File: config.mk
export PLATFORM = sky130hd
export DESIGN_NAME = serial_adder
export DESIGN_NICKNAME = d
export VERILOG_FILES = /design/src/rtl/serial_adder_pkg.sv /design/src/rtl/serial_adder_full_adder.sv /design/src/rtl/serial_adder.sv
export SDC_FILE = /design/constraint.sdc
export NUM_CORES = 1
export LEC_CHECK = 0
export ABC_AREA = 1
export BUFFER_PORTS_ARGS = -buffer_cell sky130_fd_sc_hd__buf_2
export CORE_MARGIN = 10
export CORE_UTILIZATION = 54
export CTS_CLUSTER_DIAMETER = 30
export DETAILED_ROUTE_END_ITERATION = 10
export GPL_TIMING_DRIVEN = 0
export HOLD_SLACK_MARGIN = 0.02
export PLACE_DENSITY = 0.73
export SYNTH_ARGS = -nofsm -noshare
export SYNTH_HDL_FRONTEND = slang
export SYNTH_SLANG_ARGS = --single-unit
File: constraint.sdc
create_clock -name clk -period 1.3 [get_ports clk]
set_input_delay 0.13 -clock clk [delete_from_list [all_inputs] [get_ports clk]]
set_output_delay 0.13 -clock clk [all_outputs]
set_load 0.01 [all_outputs]
File: src/rtl/serial_adder_pkg.sv
// serial_adder_pkg
//   Shared constants for the bit-serial adder: FSM state encodings and the
//   helper that sizes the bit counter from the operand width.
package serial_adder_pkg;

  localparam logic [1:0] ST_IDLE = 2'd0;
  localparam logic [1:0] ST_RUN  = 2'd1;
  localparam logic [1:0] ST_DONE = 2'd2;

  // Counter width for a WIDTH-bit operation (counts 0..WIDTH-1).
  // Never smaller than one bit.
  function automatic int cnt_w(input int w);
    return (w < 2) ? 1 : $clog2(w);
  endfunction

endpackage

File: src/rtl/serial_adder_full_adder.sv
// full_adder
//   Single-bit full adder cell.
// Ports:
//   a, b : addend bits
//   c    : carry in
//   s    : sum bit
//   c0   : carry out
module full_adder (
  input  logic a,
  input  logic b,
  input  logic c,
  output logic s,
  output logic c0
);

  assign s  = a ^ b ^ c;
  assign c0 = (a & b) | (a & c) | (b & c);

endmodule

File: src/rtl/serial_adder.sv
// serial_adder
//   Bit-serial, LSB-first adder of two WIDTH-bit operands. One bit is added
//   per cycle through a single full_adder with a registered carry, giving
//   WIDTH cycles of busy followed by a one-cycle done pulse.
// Ports:
//   clk      : clock, rising edge
//   rst      : synchronous active-high reset
//   start    : sample a_in/b_in/cin (honoured in IDLE or DONE only)
//   a_in     : operand A
//   b_in     : operand B
//   cin      : carry into bit 0
//   busy     : high while bits are processed
//   done     : one-cycle pulse, results valid from this cycle on
//   sum_out  : (a_in + b_in + cin) mod 2^WIDTH, held until next completion
//   cout_out : carry out of bit WIDTH-1, held with sum_out
module serial_adder
  import serial_adder_pkg::*;
#(
  parameter int WIDTH = 8
) (
  input  logic             clk,
  input  logic             rst,
  input  logic             start,
  input  logic [WIDTH-1:0] a_in,
  input  logic [WIDTH-1:0] b_in,
  input  logic             cin,
  output logic             busy,
  output logic             done,
  output logic [WIDTH-1:0] sum_out,
  output logic             cout_out
);

  localparam int CW = cnt_w(WIDTH);

  logic [1:0]       state_reg, state_next;
  logic [WIDTH-1:0] a_sh_reg, b_sh_reg, result_reg;
  logic             carry_reg;
  logic [CW-1:0]    count_reg;
  logic             fa_s, fa_c0;
  logic             last_bit;
  logic             load;

  full_adder u_fa (
    .a  (a_sh_reg[0]),
    .b  (b_sh_reg[0]),
    .c  (carry_reg),
    .s  (fa_s),
    .c0 (fa_c0)
  );

  assign last_bit = (count_reg == CW'(WIDTH - 1));
  // A new operation may begin from IDLE or straight out of DONE.
  assign load     = start && ((state_reg == ST_IDLE) || (state_reg == ST_DONE));

  // State register
  always_ff @(posedge clk) begin
    if (rst) begin
      state_reg <= ST_IDLE;
    end else begin
      state_reg <= state_next;
    end
  end

  // Next-state logic
  always_comb begin
    state_next = state_reg;
    case (state_reg)
      ST_IDLE: if (start)    state_next = ST_RUN;
      ST_RUN:  if (last_bit) state_next = ST_DONE;
      ST_DONE: state_next = start ? ST_RUN : ST_IDLE;
      default: state_next = ST_IDLE;
    endcase
  end

  // Outputs decoded from state; RUN and DONE are exclusive so busy/done are too.
  always_comb begin
    busy = 1'b0;
    done = 1'b0;
    case (state_reg)
      ST_RUN:  busy = 1'b1;
      ST_DONE: done = 1'b1;
      default: ;
    endcase
  end

  // Datapath: operand shifters, carry, counter, partial result and outputs
  always_ff @(posedge clk) begin
    if (rst) begin
      a_sh_reg   <= '0;
      b_sh_reg   <= '0;
      result_reg <= '0;
      carry_reg  <= 1'b0;
      count_reg  <= '0;
      sum_out    <= '0;
      cout_out   <= 1'b0;
    end else if (load) begin
      a_sh_reg   <= a_in;
      b_sh_reg   <= b_in;
      carry_reg  <= cin;
      count_reg  <= '0;
      result_reg <= '0;
    end else if (state_reg == ST_RUN) begin
      carry_reg  <= fa_c0;
      result_reg <= {fa_s, result_reg[WIDTH-1:1]};
      a_sh_reg   <= a_sh_reg >> 1;
      b_sh_reg   <= b_sh_reg >> 1;
      count_reg  <= count_reg + CW'(1);
      // The final sum bit is still combinational here, so the published
      // result is assembled from it rather than from result_reg.
      if (last_bit) begin
        sum_out  <= {fa_s, result_reg[WIDTH-1:1]};
        cout_out <= fa_c0;
      end
    end
  end

endmodule
==> results.txt, run 1 <==
----------------------------------------------------
[Outcome]
  Status ... finished, final reports clean

[Global route]
  Total routing resource utilization after global routing ... between 10 and 15%
  Vias in the first global route ... 1532
  Met1 Use GR ... between 10% and 20%
  Met2 capacity usage during global routing ... 22.3%
  Overflow left after global routing ... 0
  Number of antenna violations at the first check in global routing ... 0
  Global-route met3 utilization ... 3.73%
  Routing layer with the top usage in global route ... met2
  Global-route wire length before repair ... 6820 um
  Maximum number of pins on one net before global-route repair ... 12

[Placed design]
  Half-perimeter wire length after placement ... 2560 um
  RD Place Congestion ... about 0.77
  Post-Place Cells ... 307
  # port buffers ... 29

[Clock network]
  Total clock buffers created by CTS ... 5
  Root Buffer Master ... sky130_fd_sc_hd__clkbuf_4
  Clock tree from TritonCTS ... done
  CTS sink count ... 38
  Max Root-Sink Buffers ... 2
  Max H-tree Level ... 2
  Clock transition at path regs ... 0.11 ns
  Worst-skew pair later-pin latency ... between 0.3 and 0.4 ns

[Timing]
  Setup repair after global routing missed its margin ... true
  Max-slew violation count ... 0
  Fin crit period ... 1.26 ns
  Final Setup Violations ... 0
  Hold Violations, Final ... 0
  Post-route clock period utilization ... 96.7%
  Post-Route Skew ... ~0.0074 ns
  Worst hold slack after final layout ... 0.0614 ns
  Slew of the pin with the lowest slew margin ... 0.209 ns
  Headroom to the max-slew limit ... approximately 86%
  Achievable clock frequency ... 795 MHz

[Logic synthesis]
  Post-synthesis async set-or-reset flop share ... 0%
  Number of library cell types mapped by synthesis ... 25
  Cell accounting for the most synthesized area ... sky130_fd_sc_hd__dfxtp_1
  Top_reg_cell synth ... sky130_fd_sc_hd__dfxtp_1
  Most common cell in the synthesized netlist ... sky130_fd_sc_hd__nand2_1
  Largest cells by area after synthesis ... sky130_fd_sc_hd__dfxtp_1 (43%), sky130_fd_sc_hd__nand2_1 (14%), sky130_fd_sc_hd__nor2_1 (6.0%)
  Cell count after synthesis ... roughly 230
  List of most frequent post-synthesis cells ... sky130_fd_sc_hd__nand2_1 (63), sky130_fd_sc_hd__dfxtp_1 (38), sky130_fd_sc_hd__nor2_1 (28)
  Number of register bits inferred by synthesis ... 38
  Syn Area/Cell ... 7.48 um^2
  Synthesized Nets ... between 200 and 300
  Proportion of netlist area held by the largest area contributor ... 43.5%
  Sequential area share after synthesis ... 43.5%
  Number of warning messages in the yosys log ... 0
  Post-synthesis instance area ... between 1500 and 2000 um^2
  Number of enable flip-flop cells after synthesis ... 0

[Worst hold path]
  Worst Hold Class ... in -> reg

[Flow run]
  Maximum capacitance violations ... 0

[Layout]
  Synthesis-to-finish area growth ... 21.3%
  Non-filler cells, final ... 323
  Total number of nets in the final design ... between 300 and 400
  Layout cell share with drive strength beyond 1 ... 28.7%
  Area taken by multi-input logic gates ... ~800 um^2
  Sequential cell area in the final layout ... 767 um^2
  Number of filler instances in the final layout ... a little over 300
  Number of diodes ... 0

[Floorplanning]
  Number of I/O pins ... 31
  Initial Util ... 56.9%
  CORE AREA ... 3080 um^2
  Std cell rows ... 20
  DIE AREA ... 5920 um^2
  Height of the chip ... 76.9 um
  Horizontal extent of the die ... about 77 um

[Critical path]
  Data arrival, critical path ... 1.51 ns
  Required time reported for the critical path endpoint ... 1.55 ns
  Largest driver fanout on the critical path ... 5
  WS Path Type ... reg -> reg
  Critical Path End Type ... register
  Category of the worst setup path launch point ... register

[Detailed routing]
  Routed wire length per instance ... 11.7 um
  Wirelength, routed ... 3790 um
  DRC viols ... 0
  Length of the first detailed-routing pass in iterations ... 4
  Count of nets left with antenna violations after detail routing ... 0
  Routed via count divided by cell count ... between 4 and 5
  Total via count after detailed routing ... 1552
  Detailed router's first-iteration violation count ... 135

[Pwr]
  Peak supply drop ... 0.000681 V
  Leakage power figure ... between 1 and 1.5 nW
  Power per unit of standard cell area ... around 1100 nW/um^2
  Total Power Consumption ... approximately 2.3 mW

----------------------------------------------------
-- stage by stage --
stage / cell area [um^2] / setup TNS, ns / worst slack, ns / util [%]
4_1_cts: 2100 / 0 / 0.0111 / 68.4
3_3_place_gp: 1950 / 0 / 0.0608 / 63.4
2_1_floorplan: 1750 / 0 / 0.190 / -
3_5_place_dp: 1950 / 0 / 0.0415 / 63.4
6_report: 2120 / 0 / 0.0423 / 69.0
5_1_grt: 2120 / -0.0360 / -0.0124 / 69.0
-- worst max-delay path, cell delays in order (launching register included) --
cell                      delay [ns]
sky130_fd_sc_hd__dfxtp_2        0.34
sky130_fd_sc_hd__ha_1           0.19
sky130_fd_sc_hd__ha_1           0.18
sky130_fd_sc_hd__inv_2          0.08
sky130_fd_sc_hd__nor2_4         0.06
sky130_fd_sc_hd__buf_4          0.13
sky130_fd_sc_hd__o21ai_0        0.14
sky130_fd_sc_hd__nor2_1         0.05
-- layout make-up --
cell class,instances,share of cell area [%]
clock inverter,1,0.236
tap,44,2.59
timing repair buffer,38,10.9
multi-input combinational,154,36.8
clock buffer,7,2.59
sequential,38,36.1
buffer,8,3.89
inverter,33,6.89
-- placed cells by master (no fill, tap or decap), drive strengths merged --
cell / n
dlygate4sd3: 2
fa: 1
inv: 32
dfxtp: 38
nand3: 21
ha: 2
a21oi: 17
nor2: 31
buf: 44
nand2: 68
clkbuf: 7
xor2: 1
o21ai: 13
clkinv: 2
-- layer usage --
| metal | share of wire, % | wire length (um) |
|---|---|---|
| met5 | 0 | 0 |
| met4 | 2.1 | 80 |
| met1 | 46 | 1740 |
| met2 | 46 | 1740 |
| met3 | 5.8 | 218 |
-- worst paths after layout --
path | from | end | slack [ns] | cells after the start
max | count_reg[0]$_SDFFE_PP0N_ | sum_out[6]$_SDFFE_PP0P_ | 0.04 | 7
min | rst | a_sh_reg[6]$_SDFFE_PP0P_ | 0.06 | 2
max reg2reg | count_reg[0]$_SDFFE_PP0N_ | sum_out[6]$_SDFFE_PP0P_ | 0.04 | 7
min reg2reg | a_sh_reg[7]$_SDFFE_PP0P_ | a_sh_reg[7]$_SDFFE_PP0P_ | 0.47 | 2
-- logic make-up after synthesis --
family                   share of synthesized area [%]
buffers and inverters                             12.8
XOR/XNOR                                         0.500
AO/OA/AOI/OAI                                     9.01
AND/OR/NAND/NOR                                   31.7
adder cells (fa/ha/maj)                           2.57
flip-flops                                        43.5
-- timing repair --
item / in CTS / in global routing
gates cloned: 0 / 0
hold buffers: 2 / 0
gates resized for setup: 8 / 11
setup buffers: 6 / 1
endpoints found under the hold margin: 2 / 0
setup endpoints to repair: 1 / 30
pin swaps: 1 / 4
-- power breakdown --
part	leakage (nW)	switching [mW]	internal, mW	total [mW]
clock	0.0353	0.383	0.262	0.645
combinational	0.710	0.222	0.170	0.392
sequential	0.312	0.0348	1.22	1.25
(Power assumes the default switching activity.)
==> inputs of run 2 (changes only) <==
--- a/config.mk
+++ b/config.mk
@@ -7,8 +7,8 @@
 export LEC_CHECK = 0
 export ABC_AREA = 1
 export BUFFER_PORTS_ARGS = -buffer_cell sky130_fd_sc_hd__buf_2
-export CORE_MARGIN = 10
 export CORE_UTILIZATION = 54
+export CTS_BUF_LIST = sky130_fd_sc_hd__clkbuf_8 sky130_fd_sc_hd__clkbuf_16
 export CTS_CLUSTER_DIAMETER = 30
 export DETAILED_ROUTE_END_ITERATION = 10
 export GPL_TIMING_DRIVEN = 0
==> run 2 against run 1 <==
Net effect: sequential share of layout area shrank 0.45 points; flip-flop and latch count is the same; worst setup slack gained 0.013 ns; sequential power is essentially flat; combinational power is essentially flat; routed wire length shrank 11%; maximum frequency grew 1.1%; clock power grew 32%; highest routed layer unchanged.
==> results.txt, run 2 (synthesized netlist as in run 1, its figures left out) <==
----------------------------------------------------
[Timing]
  Fin crit period ... between 1 and 1.5 ns
  Slew of the pin with the lowest slew margin ... 0.196 ns
  Hold Violations, Final ... 0
  Post-route clock period utilization ... 95.7%
  Headroom to the max-slew limit ... 86.9%
  Final Setup Violations ... 0
  Worst hold slack after final layout ... 0.0619 ns
  Setup repair after global routing missed its margin ... true
  Post-Route Skew ... approximately 0.0028 ns
  Achievable clock frequency ... 804 MHz
  Max-slew violation count ... 0

[Outcome]
  Status ... finished, final reports clean

[Detailed routing]
  Routed wire length per instance ... ~11 um
  Routed via count divided by cell count ... 4.73
  Count of nets left with antenna violations after detail routing ... 0
  Wirelength, routed ... between 3000 and 4000 um
  DRC viols ... 0
  Total via count after detailed routing ... 1512
  Detailed router's first-iteration violation count ... between 80 and 90
  Length of the first detailed-routing pass in iterations ... 4

[Pwr]
  Peak supply drop ... a little over 0.0008 V
  Leakage power figure ... 1.06 nW
  Power per unit of standard cell area ... 1160 nW/um^2
  Total Power Consumption ... 2.49 mW

[Layout]
  Total number of nets in the final design ... approximately 300
  Final instance area ... ~2100 um^2
  Most common cell after layout, fill and taps aside ... sky130_fd_sc_hd__nand2_1
  Number of filler instances in the final layout ... 267
  Most frequent cells in the layout ... sky130_fd_sc_hd__nand2_1 (63), sky130_fd_sc_hd__dfxtp_1 (35), sky130_fd_sc_hd__buf_2 (31), sky130_fd_sc_hd__nor2_1 (28), sky130_fd_sc_hd__inv_1 (24)
  Number of diodes ... 0
  Layout cell share with drive strength beyond 1 ... 30.4%
  Synthesis-to-finish area growth ... 22.4%

[Clock network]
  CTS sink count ... 38
  Root Buffer Master ... sky130_fd_sc_hd__clkbuf_8
  Total clock buffers created by CTS ... 5
  Max H-tree Level ... 2
  Max Root-Sink Buffers ... 2
  Worst-skew pair later-pin latency ... 0.29 ns
  Clock transition at path regs ... 0.07 ns
  Clock tree from TritonCTS ... done

[Floorplanning]
  DIE AREA ... 3470 um^2
  CORE AREA ... roughly 3100 um^2
  Initial Util ... 57.3%
  Std cell rows ... 20
  Number of I/O pins ... 31
  Height of the chip ... 58.9 um
  Horizontal extent of the die ... 58.9 um

[Global route]
  Total routing resource utilization after global routing ... between 20% and 30%
  Overflow left after global routing ... 0
  Maximum number of pins on one net before global-route repair ... 13
  Global-route wire length before repair ... a little under 6000 um
  Vias in the first global route ... between 1k and 1.5k
  Number of antenna violations at the first check in global routing ... 0

[Critical path]
  Required time reported for the critical path endpoint ... between 1 and 1.5 ns
  Largest driver fanout on the critical path ... 10
  Data arrival, critical path ... 1.11 ns
  Category of the worst setup path launch point ... register
  Critical Path End Type ... output port
  WS Path Type ... reg -> out

[Worst hold path]
  Worst Hold Class ... in -> reg

[Placed design]
  # port buffers ... 29
  Half-perimeter wire length after placement ... 2260 um
  RD Place Congestion ... between 0.7 and 0.8
  Placed cell area ... between 1500 and 2000 um^2

[Flow run]
  Maximum capacitance violations ... 0

----------------------------------------------------
==> run 2: changes by cell type in the layout (fill, tap and decap cells not counted), sizes merged <==
cell	previous run	this run
dlygate4sd3	2	0
buf	44	43
clkinvlp	0	1
clkbuf	7	6
==> run 2: where the power goes <==
group	total, mW	leakage, nW	internal, mW	switching, mW
registers	1.25	0.312	1.22	0.0302
clock network	0.849	0.0472	0.426	0.423
logic	0.395	0.698	0.171	0.224
==> run 2: metal layers <==
layer  vias to the layer above  part of all wire [%]  GRT usage [%]
met3                         4                   4.6           6.59
met1                       674                    47           30.2
met2                        31                    47           35.6
met5                         -                     0              0
met4                         0                   1.1           7.14
li1                        803                     -              -
==> run 2: cell type report <==
class / instances / area (um^2) / share of cell area [%]
Multi-Input combinational cell: 154 / 798 / 37.2
Clock inverter: 2 / 12.5 / 0.584
Timing Repair Buffer: 34 / 186 / 8.70
Inverter: 33 / 146 / 6.83
Clock buffer: 6 / 82.6 / 3.85
Tap cell: 44 / 55.1 / 2.57
Buffer: 9 / 97.6 / 4.55
Sequential cell: 38 / 764 / 35.7
==> run 2: timing repair <==
| item | 4_1_cts | 5_1_grt |
|---|---|---|
| endpoints found under the setup margin | 1 | 27 |
| pin swaps | 0 | 2 |
| hold buffers | 0 | 0 |
| hold endpoints to repair | 0 | 0 |
| setup buffers | 1 | 4 |
| gates resized for setup | 4 | 15 |
==> run 2: final timing paths <==
kind / end / slack, ns / cells after the start / from
min reg2reg: sum_out[2]$_SDFFE_PP0P_ / 0.46 / 2 / result_reg[3]$_SDFFE_PP0N_
min: b_sh_reg[7]$_SDFFE_PP0P_ / 0.06 / 3 / b_in[7]
max: busy / 0.06 / 5 / state_reg[1]$_SDFFE_PP0P_
max reg2reg: b_sh_reg[5]$_SDFFE_PP0P_ / 0.07 / 9 / state_reg[0]$_SDFFE_PP0P_
==> run 2: stage by stage <==
step	TNS, ns	util [%]	cells	setup WS, ns
5_1_grt	-0.0290	70.2	320	-0.00965
6_report	0	70.2	320	0.0558
4_1_cts	0	67.7	316	0.00870
3_5_place_dp	0	63.9	307	0.0332
2_1_floorplan	0	-	234	0.190
3_3_place_gp	0	63.9	307	0.0578
==> run 2: worst max-delay path, stage by stage, from the launching register on <==
cell and delay (ns):
sky130_fd_sc_hd__dfxtp_2 0.33, sky130_fd_sc_hd__inv_4 0.11, sky130_fd_sc_hd__nand2_8 0.07, sky130_fd_sc_hd__buf_12 0.13
sky130_fd_sc_hd__clkinv_8 0.06, sky130_fd_sc_hd__buf_2 0.12
==> inputs of run 3 (changes only) <==
--- a/config.mk
+++ b/config.mk
@@ -13,7 +13,8 @@
 export DETAILED_ROUTE_END_ITERATION = 10
 export GPL_TIMING_DRIVEN = 0
 export HOLD_SLACK_MARGIN = 0.02
-export PLACE_DENSITY = 0.73
+export PLACE_DENSITY = 0.74
 export SYNTH_ARGS = -nofsm -noshare
 export SYNTH_HDL_FRONTEND = slang
+export SYNTH_HIERARCHICAL = 1
 export SYNTH_SLANG_ARGS = --single-unit
==> constraint.sdc (replaced) <==
create_clock -name clk -period 1.3 [get_ports clk]
set_input_delay 0.195 -clock clk [delete_from_list [all_inputs] [get_ports clk]]
set_output_delay 0.195 -clock clk [all_outputs]
set_load 0.01 [all_outputs]
==> run 3 against run 2 <==
Net effect: die area is 2.1% lower; register-to-register slack better by 0.02 ns; utilization is 1.4 points higher; sequential share of layout area is 0.39 points lower; largest power group unchanged.
==> results.txt, run 3 <==
----------------------------------------------------
[Outcome]
  Status ... finished, final reports clean

[Logic synthesis]
  Synthesized Nets ... 256
  Number of warning messages in the yosys log ... 6
  Syn Area/Cell ... 7.35 um^2
  Proportion of netlist area held by the largest area contributor ... between 40% and 50%
  Most common cell in the synthesized netlist ... sky130_fd_sc_hd__nand2_1
  Largest cells by area after synthesis ... sky130_fd_sc_hd__dfxtp_1 (44%), sky130_fd_sc_hd__nand2_1 (13%), sky130_fd_sc_hd__nor2_1 (6.6%)
  Number of register bits inferred by synthesis ... 38
  Number of library cell types mapped by synthesis ... 21
  Number of enable flip-flop cells after synthesis ... 0
  Cell accounting for the most synthesized area ... sky130_fd_sc_hd__dfxtp_1
  Post-synthesis async set-or-reset flop share ... 0%
  Top_reg_cell synth ... sky130_fd_sc_hd__dfxtp_1
  Post-synthesis instance area ... 1710 um^2
  Sequential area share after synthesis ... 44.4%
  Cell count after synthesis ... about 230
  List of most frequent post-synthesis cells ... sky130_fd_sc_hd__nand2_1 (58), sky130_fd_sc_hd__dfxtp_1 (38), sky130_fd_sc_hd__nor2_1 (30)

[Critical path]
  Capturing point of the worst reg2reg path ... sum_out[3]$_SDFFE_PP0P_
  Worst reg-to-reg setup slack ... ~0.090 ns
  Data arrival, critical path ... 1.07 ns
  Reg2reg start ... count_reg[0]$_SDFFE_PP0N_
  Largest driver fanout on the critical path ... 10
  Register-to-Register Path Depth ... 7
  Category of the worst setup path launch point ... register
  WS Path Type ... reg -> out
  Required time reported for the critical path endpoint ... 1.11 ns
  Critical Path End Type ... output port

[Global route]
  Vias in the first global route ... 1264
  Global-route wire length before repair ... 5780 um
  Overflow left after global routing ... 0
  Maximum number of pins on one net before global-route repair ... 12
  Total routing resource utilization after global routing ... 22.4%
  Number of antenna violations at the first check in global routing ... 0

[Worst hold path]
  Hold Crit Depth ... 3
  Worst Hold Class ... in -> reg
  Hold Path Sink ... b_sh_reg[7]$_SDFFE_PP0P_
  Source of the worst hold timing path ... b_in[7]

[Detailed routing]
  Wire length on met1 ... 1770 um
  Detailed router's first-iteration violation count ... 72
  Count of nets left with antenna violations after detail routing ... 0
  Met2 WL ... between 1500 and 2000 um
  Wirelength, routed ... 3580 um
  Total via count after detailed routing ... 1543
  Routed via count divided by cell count ... 4.79
  Length of routed met3 wiring ... around 140 um
  Uppermost layer routed ... met4
  Routed wire length per instance ... ~11 um
  Length of the first detailed-routing pass in iterations ... 4
  DRC viols ... 0

[Timing]
  Post-Route Skew ... 0.00305 ns
  Headroom to the max-slew limit ... approximately 84%
  Post-route clock period utilization ... between 90% and 100%
  Max-slew violation count ... 0
  Fin crit period ... 1.27 ns
  Final Setup Violations ... 0
  Sum of negative setup slack ... 0 ns
  Hold Violations, Final ... 0
  Slew of the pin with the lowest slew margin ... 0.241 ns
  Achievable clock frequency ... 788 MHz

[Placed design]
  # port buffers ... 29
  Placed cell area ... 1910 um^2
  Post-Place Cells ... 306
  RD Place Congestion ... about 0.8
  Half-perimeter wire length after placement ... around 2300 um

[Clock network]
  Total clock buffers created by CTS ... 5
  Root Buffer Master ... sky130_fd_sc_hd__clkbuf_8
  CTS sink count ... 38
  Max H-tree Level ... 2
  Clock tree from TritonCTS ... done
  Worst-skew pair later-pin latency ... 0.29 ns
  # hold bufs at CTS ... 0
  Clock transition at path regs ... 0.07 ns
  Max Root-Sink Buffers ... 2

[Floorplanning]
  Height of the chip ... 58.3 um
  Initial Util ... a little under three fifths
  Std cell rows ... 20
  CORE AREA ... 3030 um^2
  Number of I/O pins ... 31
  DIE AREA ... roughly 3400 um^2
  Horizontal extent of the die ... slightly below 60 um

[Layout]
  Most common cell after layout, fill and taps aside ... sky130_fd_sc_hd__nand2_1
  Total number of nets in the final design ... 300
  Final instance area ... 2170 um^2
  Layout cell share with drive strength beyond 1 ... roughly 28%
  Non-filler cells, final ... 322
  Number of diodes ... 0
  Synthesis-to-finish area growth ... 26.5%
  Most frequent cells in the layout ... sky130_fd_sc_hd__nand2_1 (57), sky130_fd_sc_hd__dfxtp_1 (35), sky130_fd_sc_hd__buf_2 (31), sky130_fd_sc_hd__inv_1 (27), sky130_fd_sc_hd__nor2_1 (27)
  Final design utilization ... between 70% and 80%

[Pwr]
  Total Power Consumption ... 2.59 mW
  Net switching component of the power ... 650 uW
  Clock share of power ... 36.0%
  Combinational power share ... 15.5%
  Switching Share ... 25.1%
  Leakage power figure ... 1.08 nW
  Cell Int Power ... 1.94 mW
  Power per unit of standard cell area ... 1190 nW/um^2
  Peak supply drop ... slightly above 0.0008 V
  Sequential fraction of design power ... 48.6%

[Flow run]
  Maximum capacitance violations ... 0

----------------------------------------------------
[run 3: changes by cell type after synthesis, sizes merged]
cell    change
nand2       -7
buf         -1
o21ai       +3
inv         +2
clkbuf      +1
nor2        +1
[run 3: final cells by class]
type / instances / area [um^2]
Inverter: 35 / 159
Tap cell: 44 / 55.1
Buffer: 9 / 103
Fill cell: 276 / 861
Sequential cell: 38 / 764
Clock buffer: 8 / 110
Multi-Input combinational cell: 151 / 753
Timing Repair Buffer: 37 / 223
[run 3: logic make-up after synthesis]
group,count (synthesis),share of synthesized area [%]
compound gates,33,9.86
xor+xnor,1,0.511
fa+ha+maj,3,2.63
buf+inv,44,13.9
flops,38,44.4
simple gates,114,28.7
[run 3: what timing repair did]
item,in CTS,in global routing
setup buffers,3,4
pin swaps,1,3
endpoints found under the hold margin,0,0
setup endpoints to repair,9,29
cloned,0,1
gates resized for setup,5,27
[run 3: worst max-delay path: stages (launching register included)]
cell and delay [ns]:
sky130_fd_sc_hd__dfxtp_1 0.31, sky130_fd_sc_hd__buf_6 0.12, sky130_fd_sc_hd__nand2_4 0.06, sky130_fd_sc_hd__buf_12 0.11, sky130_fd_sc_hd__clkinv_8 0.06, sky130_fd_sc_hd__buf_6 0.12
[run 3: how the worst max path moves through the flow]
| stage | start | endpoint | slack [ns] | cells past startpoint |
|---|---|---|---|---|
| 3_5_place_dp | count_reg[0]$_SDFFE_PP0N_ | sum_out[7]$_SDFFE_PP0P_ | 0.02 | 7 |
| 5_1_grt | state_reg[0]$_SDFFE_PP0P_ | b_sh_reg[6]$_SDFFE_PP0P_ | -0.02 | 8 |
| 3_3_place_gp | count_reg[0]$_SDFFE_PP0N_ | cout_out$_SDFFE_PP0P_ | 0.06 | 8 |
| 6_report | state_reg[0]$_SDFFE_PP0P_ | busy | 0.03 | 5 |
| 4_1_cts | count_reg[0]$_SDFFE_PP0N_ | sum_out[7]$_SDFFE_PP0P_ | -0.003 | 7 |
| 2_1_floorplan | count_reg[0]$_SDFFE_PP0N_ | cout_out$_SDFFE_PP0P_ | 0.17 | 8 |
[run 3: through the flow]
step	hold WS, ns	setup WS (ns)
6_report	0.143	0.0306
5_1_grt	0.157	-0.0218
4_1_cts	0.140	-0.00347
3_5_place_dp	0.438	0.0217
3_3_place_gp	0.431	0.0640
2_1_floorplan	0.330	0.171
[run 3: per-layer routing]
metal  track usage (%)  up-vias
met2              32.8       35
li1                  -      805
met4              8.84        0
met3              5.93        9
met1              31.6      694
met5                 0        -
[run 3: power groups by stage]
stage                     logic, mW  registers (mW)  clock network [mW]
after floorplan               0.264            1.27                   0
after global placement        0.345            1.28                   0
after detailed placement      0.349            1.28                   0
after CTS                     0.371            1.25               0.941
after global routing          0.450            1.26                1.01
final                         0.400            1.26               0.930
